## src/rtl/sfifo_wr_arb_pkg.sv

```systemverilog
// Shared types and helpers for the FIFO write-port burst arbiter.
// Holds the FSM state enum, a clog2 helper and the default burst cap.
package sfifo_wr_arb_pkg;

  typedef enum logic {
    IDLE  = 1'b0,
    BURST = 1'b1
  } arb_state_t;

  localparam int MAX_BURST_DEF = 4;

  function automatic int clog2(input int v);
    int r;
    r = 0;
    while ((1 << r) < v) r++;
    return (r < 1) ? 1 : r;
  endfunction

endpackage

```

## src/rtl/sfifo_wr_arb_if.sv

```systemverilog
// FIFO write-side bundle between the arbiter (master) and the FIFO (slave).
// Carries write enable/data out and full/count back.
interface sfifo_wr_arb_if #(
  parameter int DATA_WIDTH = 8,
  parameter int ADDR_WIDTH = 7
);

  logic                  w_en;
  logic [DATA_WIDTH-1:0] data_in;
  logic                  full;
  logic [ADDR_WIDTH:0]   count;

  modport master (
    output w_en,
    output data_in,
    input  full,
    input  count
  );

  modport slave (
    input  w_en,
    input  data_in,
    output full,
    output count
  );

endinterface

```

## src/rtl/sfifo_wr_arb_rr_pick.sv

```systemverilog
// Round-robin picker: rotate requests by ptr, take the lowest set bit,
// then map the offset back to an absolute index modulo N.
module rr_pick #(
  parameter int N  = 4,
  parameter int IW = 2
) (
  input  logic [N-1:0]  req,
  input  logic [IW-1:0] ptr,
  output logic          found,
  output logic [IW-1:0] idx
);

  logic [2*N-1:0] dbl;
  logic [N-1:0]   rot;
  logic [IW-1:0]  off;
  logic [IW:0]    sum;

  always_comb begin
    dbl   = {req, req} >> ptr;
    rot   = dbl[N-1:0];
    found = |rot;
    off   = '0;
    for (int i = N - 1; i >= 0; i--) begin
      if (rot[i]) off = IW'(i);
    end
    // ptr and off are both below N, so one subtraction wraps
    sum = {1'b0, ptr} + {1'b0, off};
    if (sum >= (IW + 1)'(N)) sum = sum - (IW + 1)'(N);
    idx = sum[IW-1:0];
  end

endmodule

```

## src/rtl/sfifo_wr_arb.sv

```systemverilog
// Round-robin burst arbiter sharing one FIFO write port among N_REQ producers.
// Define SFIFO_WR_ARB_SPACE_CHECK_EN to grant only when MAX_BURST slots are free.
module sfifo_wr_arb
  import sfifo_wr_arb_pkg::*;
#(
  parameter int N_REQ      = 4,
  parameter int DATA_WIDTH = 8,
  parameter int ADDR_WIDTH = 7,
  parameter int MAX_BURST  = MAX_BURST_DEF,
  localparam int IW = clog2(N_REQ),
  localparam int BW = clog2(MAX_BURST + 1)
) (
  input  logic                        clk,
  input  logic                        rst,
  input  logic [N_REQ-1:0]            req,
  input  logic [N_REQ-1:0]            req_last,
  input  logic [N_REQ*DATA_WIDTH-1:0] req_data,
  output logic [N_REQ-1:0]            ack,
  sfifo_wr_arb_if.master              fifo,
  output logic [IW-1:0]               grant_id,
  output logic                        busy
);

  arb_state_t      state;
  logic [IW-1:0]   grant_q;
  logic [IW-1:0]   rr_ptr;
  logic [BW-1:0]   beat_cnt;

  logic            found;
  logic [IW-1:0]   pick;
  logic            room;
  logic            accept;
  logic            done;
  logic [IW-1:0]   nxt_ptr;
  logic [DATA_WIDTH-1:0] g_data;

  rr_pick #(
    .N  (N_REQ),
    .IW (IW)
  ) u_pick (
    .req   (req),
    .ptr   (rr_ptr),
    .found (found),
    .idx   (pick)
  );

`ifdef SFIFO_WR_ARB_SPACE_CHECK_EN
  logic [ADDR_WIDTH:0] space;
  assign space = (ADDR_WIDTH + 1)'(2 ** ADDR_WIDTH) - fifo.count;
  assign room  = space >= (ADDR_WIDTH + 1)'(MAX_BURST);
`else
  logic unused_count;
  assign unused_count = ^fifo.count;
  assign room         = 1'b1;
`endif

  assign busy     = (state == BURST);
  assign grant_id = grant_q;
  assign g_data   = req_data[int'(grant_q) * DATA_WIDTH +: DATA_WIDTH];
  assign accept   = busy & req[grant_q] & ~fifo.full;

  // last, cap and abandon all collapse into one end-of-burst
  assign done = ~req[grant_q]
              | (accept & req_last[grant_q])
              | (accept & (beat_cnt == BW'(MAX_BURST - 1)));

  assign nxt_ptr = (grant_q == IW'(N_REQ - 1)) ? '0 : grant_q + 1'b1;

  assign ack          = N_REQ'(accept) << grant_q;
  assign fifo.w_en    = accept;
  assign fifo.data_in = busy ? g_data : '0;

  always_ff @(posedge clk or posedge rst) begin
    if (rst) begin
      state    <= IDLE;
      grant_q  <= '0;
      rr_ptr   <= '0;
      beat_cnt <= '0;
    end else begin
      unique case (state)
        IDLE: begin
          if (found && room) begin
            grant_q  <= pick;
            beat_cnt <= '0;
            state    <= BURST;
          end
        end
        BURST: begin
          if (accept) beat_cnt <= beat_cnt + 1'b1;
          if (done) begin
            rr_ptr <= nxt_ptr;
            state  <= IDLE;
          end
        end
        default: state <= IDLE;
      endcase
    end
  end

endmodule

```

## src/flat_wrapper.sv

```systemverilog
// flat-port wrapper written by rule: the top's interface ports become plain ports
module sfifo_wr_arb_flat import sfifo_wr_arb_pkg::*;
#(
  parameter int N_REQ      = 4,
  parameter int DATA_WIDTH = 8,
  parameter int ADDR_WIDTH = 7,
  parameter int MAX_BURST  = MAX_BURST_DEF,
  localparam int IW = clog2(N_REQ),
  localparam int BW = clog2(MAX_BURST + 1)
)
  (clk, rst, req, req_last, req_data, ack, grant_id, busy, fifo_w_en, fifo_data_in, fifo_full, fifo_count);
  sfifo_wr_arb_if #(.DATA_WIDTH(DATA_WIDTH), .ADDR_WIDTH(ADDR_WIDTH)) fifo_i ();
  input  logic clk;
  input  logic rst;
  input  logic [N_REQ-1:0] req;
  input  logic [N_REQ-1:0] req_last;
  input  logic [N_REQ*DATA_WIDTH-1:0] req_data;
  output logic [N_REQ-1:0] ack;
  output logic [IW-1:0] grant_id;
  output logic busy;
  output wire logic [$bits(fifo_i.w_en)-1:0] fifo_w_en;
  output wire logic [$bits(fifo_i.data_in)-1:0] fifo_data_in;
  input wire logic [$bits(fifo_i.full)-1:0] fifo_full;
  input wire logic [$bits(fifo_i.count)-1:0] fifo_count;
  assign fifo_w_en = fifo_i.w_en;
  assign fifo_data_in = fifo_i.data_in;
  assign fifo_i.full = fifo_full;
  assign fifo_i.count = fifo_count;
  sfifo_wr_arb #(.N_REQ(N_REQ), .DATA_WIDTH(DATA_WIDTH), .ADDR_WIDTH(ADDR_WIDTH), .MAX_BURST(MAX_BURST)) u_core (.clk(clk), .rst(rst), .req(req), .req_last(req_last), .req_data(req_data), .ack(ack), .fifo(fifo_i), .grant_id(grant_id), .busy(busy));
endmodule
```

## config.mk

```make
export PLATFORM = sky130hd
export DESIGN_NAME = sfifo_wr_arb_flat
export DESIGN_NICKNAME = d
export VERILOG_FILES = /design/src/rtl/sfifo_wr_arb_pkg.sv /design/src/rtl/sfifo_wr_arb_if.sv /design/src/rtl/sfifo_wr_arb_rr_pick.sv /design/src/rtl/sfifo_wr_arb.sv /design/src/flat_wrapper.sv
export SDC_FILE = /design/constraint.sdc
export NUM_CORES = 1
export LEC_CHECK = 0
export ABC_AREA = 1
export CAP_MARGIN = 5
export CORE_ASPECT_RATIO = 1.25
export CORE_MARGIN = 4
export CORE_UTILIZATION = 38
export DETAILED_ROUTE_END_ITERATION = 16
export PLACE_DENSITY = 0.86
export SYNTH_ARGS = -nofsm -noshare
export SYNTH_HDL_FRONTEND = slang
export SYNTH_SLANG_ARGS = --single-unit
```

## constraint.sdc

```tcl
create_clock -name clk -period 4.3 [get_ports clk]
set_input_delay 0.645 -clock clk [delete_from_list [all_inputs] [get_ports clk]]
set_output_delay 0.645 -clock clk [all_outputs]
set_load 0.01 [all_outputs]
```

==> out/qor.csv <==
stage,metric,value,unit
run_status,status,"complete, no violations",
sta,period_needed,3180,ps
floorplanning,io_pins,67,
clock_network,cts_tree,yes,
power,swShare,50.9,%
floorplanning,start_util,39.6,%
worst_setup_path,required,3650,ps
clock_network,cts_setup_buffers,0,
floorplanning,fp.dieW,52.7,um
power,internal_power,464,uW
hold_path,hp-start,u_core.beat_cnt[2]$_DFFE_PP0P_,
route,vias_per_cell,4.74,
sta,rsz0062_at_grt,false,
logic_synthesis,synth.area.top_cells,"dfrtp_1, nor2_1, nand2_1",
clock_network,cts_hold_buf,0,
route,vias,1185,
logic_synthesis,ys_ff_latch,8,
logic_synthesis,yosysSeqAreaShare,21.1,%
power,power_density,607,mW/mm^2
worst_setup_path,path_class,flip-flop to output pin,
worst_setup_path,cp-startpoint,u_core.grant_id[0]$_DFFE_PP0P_,
power,leakagePower,0.000711,uW
place,dp_hpwl,2260,um
sta,finalMaxSlewViolations,0,
sta,fin_crit_sh,73.9,%
place,place.gp.congestion,0.754,
finish,utilization,64.8,%
logic_synthesis,synth_fp_nets,218,
worst_setup_path,worst_ep_arrival_time,2530,ps
worst_setup_path,endpoint_kind,output pin,
power,comb_power_share,73.9,%
logic_synthesis,synth.distinct_cells,24,
sta,tightest_slew,854,ps
finish,fill_cells,241,
floorplanning,die_h,63.9,um
global_routing,grt_max_degree,27,
clock_network,clkLatencyLatePin,250,ps
worst_setup_path,crit_path_start_kind,flip-flop,
route,drtAntennaViolNets,0,
sta,setup_ws,1120,ps
sta,fin_tns_setup,0,ps
route,wirelength,2890,um
global_routing,antenna_found_initial,0,
global_routing,grt_pass1_vias,1106,
clock_network,clock-sinks,8,
flow_run,max_cap_violations,0,
finish,area_growth,63.8,%
finish,final_nets,274,
sta,hold_violations,0,
floorplanning,dieArea,0.00337,sq mm
clock_network,htreeDepth,1,
route,drtIter0Drc,43,
sta,setup_viol,0,
place,place_inst,247,
sta,fmax,314,MHz
floorplanning,core.rowCount,20,
floorplanning,fp.coreArea,0.00240,sq mm
finish,mostFrequentLayoutCells,"clkdlybuf4s50_1, nor2_1, nand2_1, nand3_1, o21ai_0",
clock_network,max-clock-path-buffers,2,
sta,slew_headroom,43.1,%
route,dr.pass1.iters,4,
worst_setup_path,worstReg2RegStart,u_core.grant_id[0]$_DFFE_PP0P_,
finish,diodes,0,
sta,fin_hold_ws,509,ps
worst_setup_path,cp_max_fo,26,
clock_network,cts_root_buf,clkbuf_4,
global_routing,grt_pass1_wl,4790,um
finish,fin_cells,250,
power,clkPwrFrac,6.0,%
power,seqPwrFrac,20.0,%
logic_synthesis,syn_area_per_cell,5.83,sq um
clock_network,numCtsBuffers,3,
logic_synthesis,synth_area,951,sq um
clock_network,clkTransAtPathRegs,50,ps
finish,drive_above_1_share,6.91,%
place,numPortBuffers,58,
route,post_drt_wl_per_cell,11.6,um
logic_synthesis,ys_warn_count,0,
hold_path,hp-class,flip-flop to flip-flop,
global_routing,overflow,0,
logic_synthesis,synthCells,163,
route,drc,0,
logic_synthesis,yosysTopAreaCellShare,21.1,%
sta,finClkSkew,1.86,ps
logic_synthesis,yosys.area.top_type,dfrtp_1,
power,vdd_ir_drop_max,0.451,mV
global_routing,grt_usage,18.0,%
place,pre_cts_slack,1350,ps
clock_network,cts_resized,0,
finish,final_common_cell,clkdlybuf4s50_1,
power,power.switching,481,uW
-- worst max-delay path: stages (launching register included) --
cell and delay [ps]:
dfrtp_1 900, inv_2 360, nand2_1 130, nand3_1 140, nand3_4 170, nor3_1 60, clkdlybuf4s50_1 520
-- layout make-up --
class                   instances  area (sq um)  share of cell area, %
multi-input cells             134           661                   42.4
repair buffers                 58           581                   37.3
flip-flops and latches          8           200                   12.9
inverters                      14          52.6                   3.37
well taps                      33          41.3                   2.65
clock buffers                   3          22.5                   1.45
-- cells in the mapped netlist --
cell type / count
nor3_1: 4
buf_4: 2
nor2_2: 1
or2_2: 2
nand2_1: 34
o21ai_1: 4
buf_2: 3
a21oi_1: 9
nand3_4: 1
nand3_1: 16
nand3b_1: 1
nand2_2: 3
clkbuf_1: 1
inv_1: 11
xor2_1: 1
o21ai_0: 16
a21boi_0: 1
o21ai_4: 1
ha_1: 4
nor2_1: 35
buf_1: 1
dfrtp_1: 8
inv_2: 3
nand2_4: 1
-- stage by stage --
stage	cell area (sq um)	total power (uW)
after floorplan	951	640
after global placement	1540	885
after detailed placement	1540	896
after CTS	1560	956
after global routing	1560	1060
final	1560	946
-- state kept, by name, summed over array words and instances (netlist names) --
register	cells
u_core.beat_cnt	3
u_core.busy	1
u_core.grant_id	2
u_core.rr_ptr	2
-- cells by family after synthesis --
kind of cell             after synthesis  share of synthesized area [%]
AO/OA/AOI/OAI                         31                           17.8
adder cells (fa/ha/maj)                4                           5.26
buffers and inverters                 21                           9.47
flip-flops                             8                           21.1
XOR/XNOR                               1                          0.921
AND/OR/NAND/NOR                       98                           45.5
-- metal layers --
| metal | track usage [%] | wire length, um |
|---|---|---|
| met2 | 31.8 | 1380 |
| met1 | 20.7 | 1290 |
| met5 | 0 | 0 |
| met4 | 6.39 | 22 |
| met3 | 3.50 | 197 |
-- power groups by stage --
stage / sequential, uW / clock, uW / combinational, uW
after floorplan: 150 / 0 / 490
after global placement: 191 / 0 / 694
after detailed placement: 192 / 0 / 704
after CTS: 191 / 57.0 / 708
after global routing: 200 / 61.2 / 794
final: 190 / 56.8 / 699
-- final timing paths --
path | end | slack, ps | cells after the start
worst max-delay path | ack[0] | 1120 | 6
max in group asynchronous | u_core.beat_cnt[2]$_DFFE_PP0P_ | 3440 | 2
worst max register to register | u_core.rr_ptr[0]$_DFFE_PP0P_ | 2230 | 7
worst min register to register | u_core.beat_cnt[2]$_DFFE_PP0P_ | 510 | 2
min in group asynchronous | u_core.grant_id[1]$_DFFE_PP0P_ | 640 | 2
worst min-delay path | u_core.beat_cnt[2]$_DFFE_PP0P_ | 510 | 2
Power figures use the tool's default switching activity.
